--- src/rtl/pipe_skid_reg.sv ---
// Pipeline-stage register with valid/ready handshake carrying PC, instruction and payload.
// Define PIPE_SKID_REG_SKID_EN for the two-entry skid version with registered in_ready.

// state | meaning
// EMPTY | no entry held, outputs are a zero bubble
// ONE   | main entry valid and driving the outputs
// TWO   | main and skid entries valid, upstream stalled
module pipe_skid_reg #(
    parameter int PC_W      = 32,
    parameter int INSTR_W   = 32,
    parameter int PAYLOAD_W = 97
) (
    input  logic                 clk,
    input  logic                 reset,
    input  logic                 clear,
    input  logic                 in_valid,
    output logic                 in_ready,
    input  logic [PC_W-1:0]      in_pc,
    input  logic [INSTR_W-1:0]   in_instr,
    input  logic [PAYLOAD_W-1:0] in_payload,
    output logic                 out_valid,
    input  logic                 out_ready,
    output logic [PC_W-1:0]      out_pc,
    output logic [INSTR_W-1:0]   out_instr,
    output logic [PAYLOAD_W-1:0] out_payload,
    output logic [1:0]           count
);

    typedef enum logic [1:0] {
        EMPTY = 2'd0,
        ONE   = 2'd1,
        TWO   = 2'd2
    } state_t;

    state_t                 state;
    logic [PC_W-1:0]        main_pc;
    logic [INSTR_W-1:0]     main_instr;
    logic [PAYLOAD_W-1:0]   main_payload;
    logic                   accept;
    logic                   drain;

`ifdef PIPE_SKID_REG_SKID_EN
    logic [PC_W-1:0]        skid_pc;
    logic [INSTR_W-1:0]     skid_instr;
    logic [PAYLOAD_W-1:0]   skid_payload;
    logic                   in_ready_q;

    assign in_ready = in_ready_q;
`else
    assign in_ready = (state == EMPTY) | out_ready;
`endif

    assign out_valid   = (state != EMPTY);
    assign accept      = in_valid & in_ready;
    assign drain       = out_valid & out_ready;
    assign count       = state;
    // Main fields are kept at zero whenever the stage is empty, so outputs are a bubble.
    assign out_pc      = main_pc;
    assign out_instr   = main_instr;
    assign out_payload = main_payload;

    always_ff @(posedge clk) begin
        if (reset || clear) begin
            state        <= EMPTY;
            main_pc      <= '0;
            main_instr   <= '0;
            main_payload <= '0;
`ifdef PIPE_SKID_REG_SKID_EN
            skid_pc      <= '0;
            skid_instr   <= '0;
            skid_payload <= '0;
            in_ready_q   <= 1'b1;
`endif
        end else begin
            case (state)
                EMPTY: begin
                    if (accept) begin
                        main_pc      <= in_pc;
                        main_instr   <= in_instr;
                        main_payload <= in_payload;
                        state        <= ONE;
                    end
                end
                ONE: begin
                    if (drain) begin
                        if (accept) begin
                            main_pc      <= in_pc;
                            main_instr   <= in_instr;
                            main_payload <= in_payload;
                        end else begin
                            main_pc      <= '0;
                            main_instr   <= '0;
                            main_payload <= '0;
                            state        <= EMPTY;
                        end
                    end else if (accept) begin
`ifdef PIPE_SKID_REG_SKID_EN
                        skid_pc      <= in_pc;
                        skid_instr   <= in_instr;
                        skid_payload <= in_payload;
                        state        <= TWO;
                        in_ready_q   <= 1'b0;
`endif
                    end
                end
`ifdef PIPE_SKID_REG_SKID_EN
                TWO: begin
                    if (drain) begin
                        main_pc      <= skid_pc;
                        main_instr   <= skid_instr;
                        main_payload <= skid_payload;
                        skid_pc      <= '0;
                        skid_instr   <= '0;
                        skid_payload <= '0;
                        state        <= ONE;
                        in_ready_q   <= 1'b1;
                    end
                end
`endif
                default: begin
                    state <= EMPTY;
                end
            endcase
        end
    end

endmodule

--- config.mk ---
export PLATFORM = sky130hd
export DESIGN_NAME = pipe_skid_reg
export DESIGN_NICKNAME = d
export VERILOG_FILES = /design/src/rtl/pipe_skid_reg.sv
export SDC_FILE = /design/constraint.sdc
export NUM_CORES = 1
export LEC_CHECK = 0
export ABC_AREA = 1
export CAP_MARGIN = 0
export CORE_MARGIN = 2
export CORE_UTILIZATION = 30
export DETAILED_ROUTE_END_ITERATION = 8
export GPL_TIMING_DRIVEN = 0
export HOLD_SLACK_MARGIN = 0.02
export PLACE_DENSITY = 0.68
export SLEW_MARGIN = 20
export SYNTH_ARGS = -nofsm -noshare
export SYNTH_HDL_FRONTEND = slang
export SYNTH_SLANG_ARGS = --single-unit
--- constraint.sdc ---
create_clock -name clk -period 1.5 [get_ports clk]
set_input_delay 0.3 -clock clk [delete_from_list [all_inputs] [get_ports clk]]
set_output_delay 0.3 -clock clk [all_outputs]
set_load 0.03 [all_outputs]
==> results.yml <==
clock_tree:
  clk_pin_slew_ns: 0.07
  insertion_delay_ns: 0.42
  clk_path_buf_depth: 2
  h-tree-depth: 4
  postCtsHoldBufs: 0
  numCtsBuffers: 17
  clock-sinks: 162
  tritoncts: "built"
  root_buffer: "clkbuf_16"
yosys:
  yosysMostFrequentCell: "nand3_1"
  synth_seq_area_share: 0.5300
  synth_area_leader_cell: "dfxtp_1"
  synthFlopType: "dfxtp_1"
  syn-mean-instance-area_sq_um: 8.236
  synth_commonest_cells: "322 x nand3_1, 162 x a21oi_1, 162 x dfxtp_1"
  netlist_instances: 743
  synthesis.nets: 909
  yosysWarnings: 0
  synth_top_cell_area_share: 0.5300
  synth-seq-cells: 162
  netlist_area_sq_mm: 0.006120
  async_reset_ff_frac: 0
  synth.distinct_cells: 13
  synth-edff-count: 0
  ys_top_cells_by_area: "dfxtp_1 53%, nand3_1 26%, a21oi_1 13%"
global_routing:
  antenna_found_initial: 0
  grt_pass1_wl_microns: 36940
  grt_usage: 0.2157
  grt.overflow.total: 0
  grt_pass1_vias: 6820
  grt_max_degree: 17
sta:
  rsz0062_at_grt: "true"
  finClkSkew_ns: 0.01313
  fin_crit_sh: 1.014
  finalHoldViolCount: 0
  relSlewSlack: 0.6411
  max_freq_mhz: 657.3
  slew_viol_final: 0
  tightest_slew_ns: 0.5383
  setup_tns_ns: -0.02136
  fin_ws_ns: -0.02136
  setup_viol: 1
  hold-worst-slack_ns: 0.4489
  fin_crit_ns: 1.521
detailed_routing:
  drtAntennaViolNets: 0
  drtPass1Iterations: 5
  vias: 6932
  drcViolationCount: 0
  first_iter_violations: 298
  drt-vias-per-instance: 5.041
  wl_per_cell_microns: 17.34
  finalWirelength_microns: 23840
worst_setup_path:
  crit_required_ns: 1.20
  critPathMaxStageDelay_ns: 0.51
  critPathKind: "in2out"
  critical_path.max_fanout: 10
  cp_cell_sequence: "clkdlybuf4s50_1 > inv_2 > nand2_4 > buf_8 > buf_8"
  cpMostUsedCell: "buf_8"
  critPathCaptureType: "output port"
  slowest_stage: "clkdlybuf4s50_1"
  cp-start-kind: "input pin"
  critical_path_arrival_ns: 1.22
  rr_worst_depth: 5
die:
  die_h_microns: 146.8
  num_rows: 52
  io_pins: 331
  dieArea_sq_mm: 0.02156
  coreArea_sq_mm: 0.02010
  chipWidth_microns: 146.8
  initial_utilization: 0.3044
placement:
  io_buffers: 328
  gp_congestion: 0.8050
  dp_hpwl_microns: 17350
  dp_slack_ns: -0.9459
power:
  leakage_nw: 4.061
  vdd_drop_max_v: 0.0007293
  power_density_mw_per_mm2: 1068
outcome:
  outcome: "complete, but fails checks"
  violations: "setup timing"
cells_and_area:
  syn_to_final_growth_pct: 68.23
  diodes: 0
  final_layout_size_suffix_gt1_frac: 0.1222
  fin_nets: 1258
run:
  drv_cap: 0
min_path:
  min_path_cells: 3
  hp-class: "in2reg"
[registers in the layout (all words and copies together), names as in the netlist]
signal	cells
out_instr	32
out_payload	97
count	1
out_pc	32
[area by class of cell]
type	instances	area [sq um]
Sequential cell	162	3247
Buffer	88	464.2
Tap cell	270	337.8
Clock buffer	20	436.7
Clock inverter	12	205.2
Fill cell	1932	9809
Inverter	2	7.507
Multi-Input combinational cell	490	2460
Timing Repair Buffer	331	3137
[stage by stage]
stage	util	total power, mW	instances	area [sq um]
final	0.5121	10.99	1375	10290
after global routing	0.5121	11.37	1375	10290
after CTS	0.5091	11.03	1373	10230
after detailed placement	0.4845	6.307	1341	9741
after global placement	0.4845	6.299	1341	9741
after floorplan	-	5.391	743	6120
[logic make-up after synthesis]
family	Yosys count	synth area share
other	1	0.0006128
AO/OA/AOI/OAI	162	0.1325
AND/OR/NAND/NOR	327	0.2680
flip-flops	162	0.5300
buffers and inverters	91	0.06890
[placed cells by master, fill, tap and decap left out, drive strengths merged]
cell / netlist / final
a21oi: 162 / 162
buf: 65 / 62
bufinv: 0 / 5
clkbuf: 24 / 74
clkdlybuf4s15: 0 / 88
clkdlybuf4s50: 0 / 164
clkinv: 0 / 3
clkinvlp: 0 / 2
conb: 1 / 1
dfxtp: 162 / 162
dlygate4sd2: 0 / 51
inv: 2 / 4
nand2: 3 / 3
nand3: 322 / 322
nor2: 1 / 1
or2: 1 / 1
[what timing repair did]
action / 4_1_cts / 5_1_grt
pin swaps: 0 / 1
buffers inserted: 0 / 3
resized for setup: 214 / 142
setup endpoints to repair: 262 / 205
[power breakdown]
group          switching, mW  internal, mW  total (mW)
clock                   1.88          2.97        4.85
sequential            0.0786          4.44        4.52
combinational          0.881         0.739        1.62
total                   2.84          8.15        11.0
[final timing paths]
kind                                                      to                        from  slack (ns)
worst min register to register    out_instr[24]$_SDFFE_PP0P_  out_instr[24]$_SDFFE_PP0P_        0.48
worst min-delay path            out_payload[72]$_SDFFE_PP0P_              in_payload[72]        0.45
worst max-delay path                                in_ready                   out_ready       -0.02
worst max register to register  out_payload[94]$_SDFFE_PP0P_       count[0]$_SDFFE_PP0P_        0.06
[critical path, delay by kind of cell]
family / cells / cell delay, ns
buffers and inverters: 4 / 0.83
AND/OR/NAND/NOR: 1 / 0.08
[routing by layer]
metal,vias up,part of all wire,global-route usage
met5,-,0,0
met4,0,0.022,0.07379
met3,35,0.096,0.06335
met2,282,0.48,0.3646
met1,3256,0.40,0.2629
li1,3359,-,-
(Power assumes the default switching activity.)
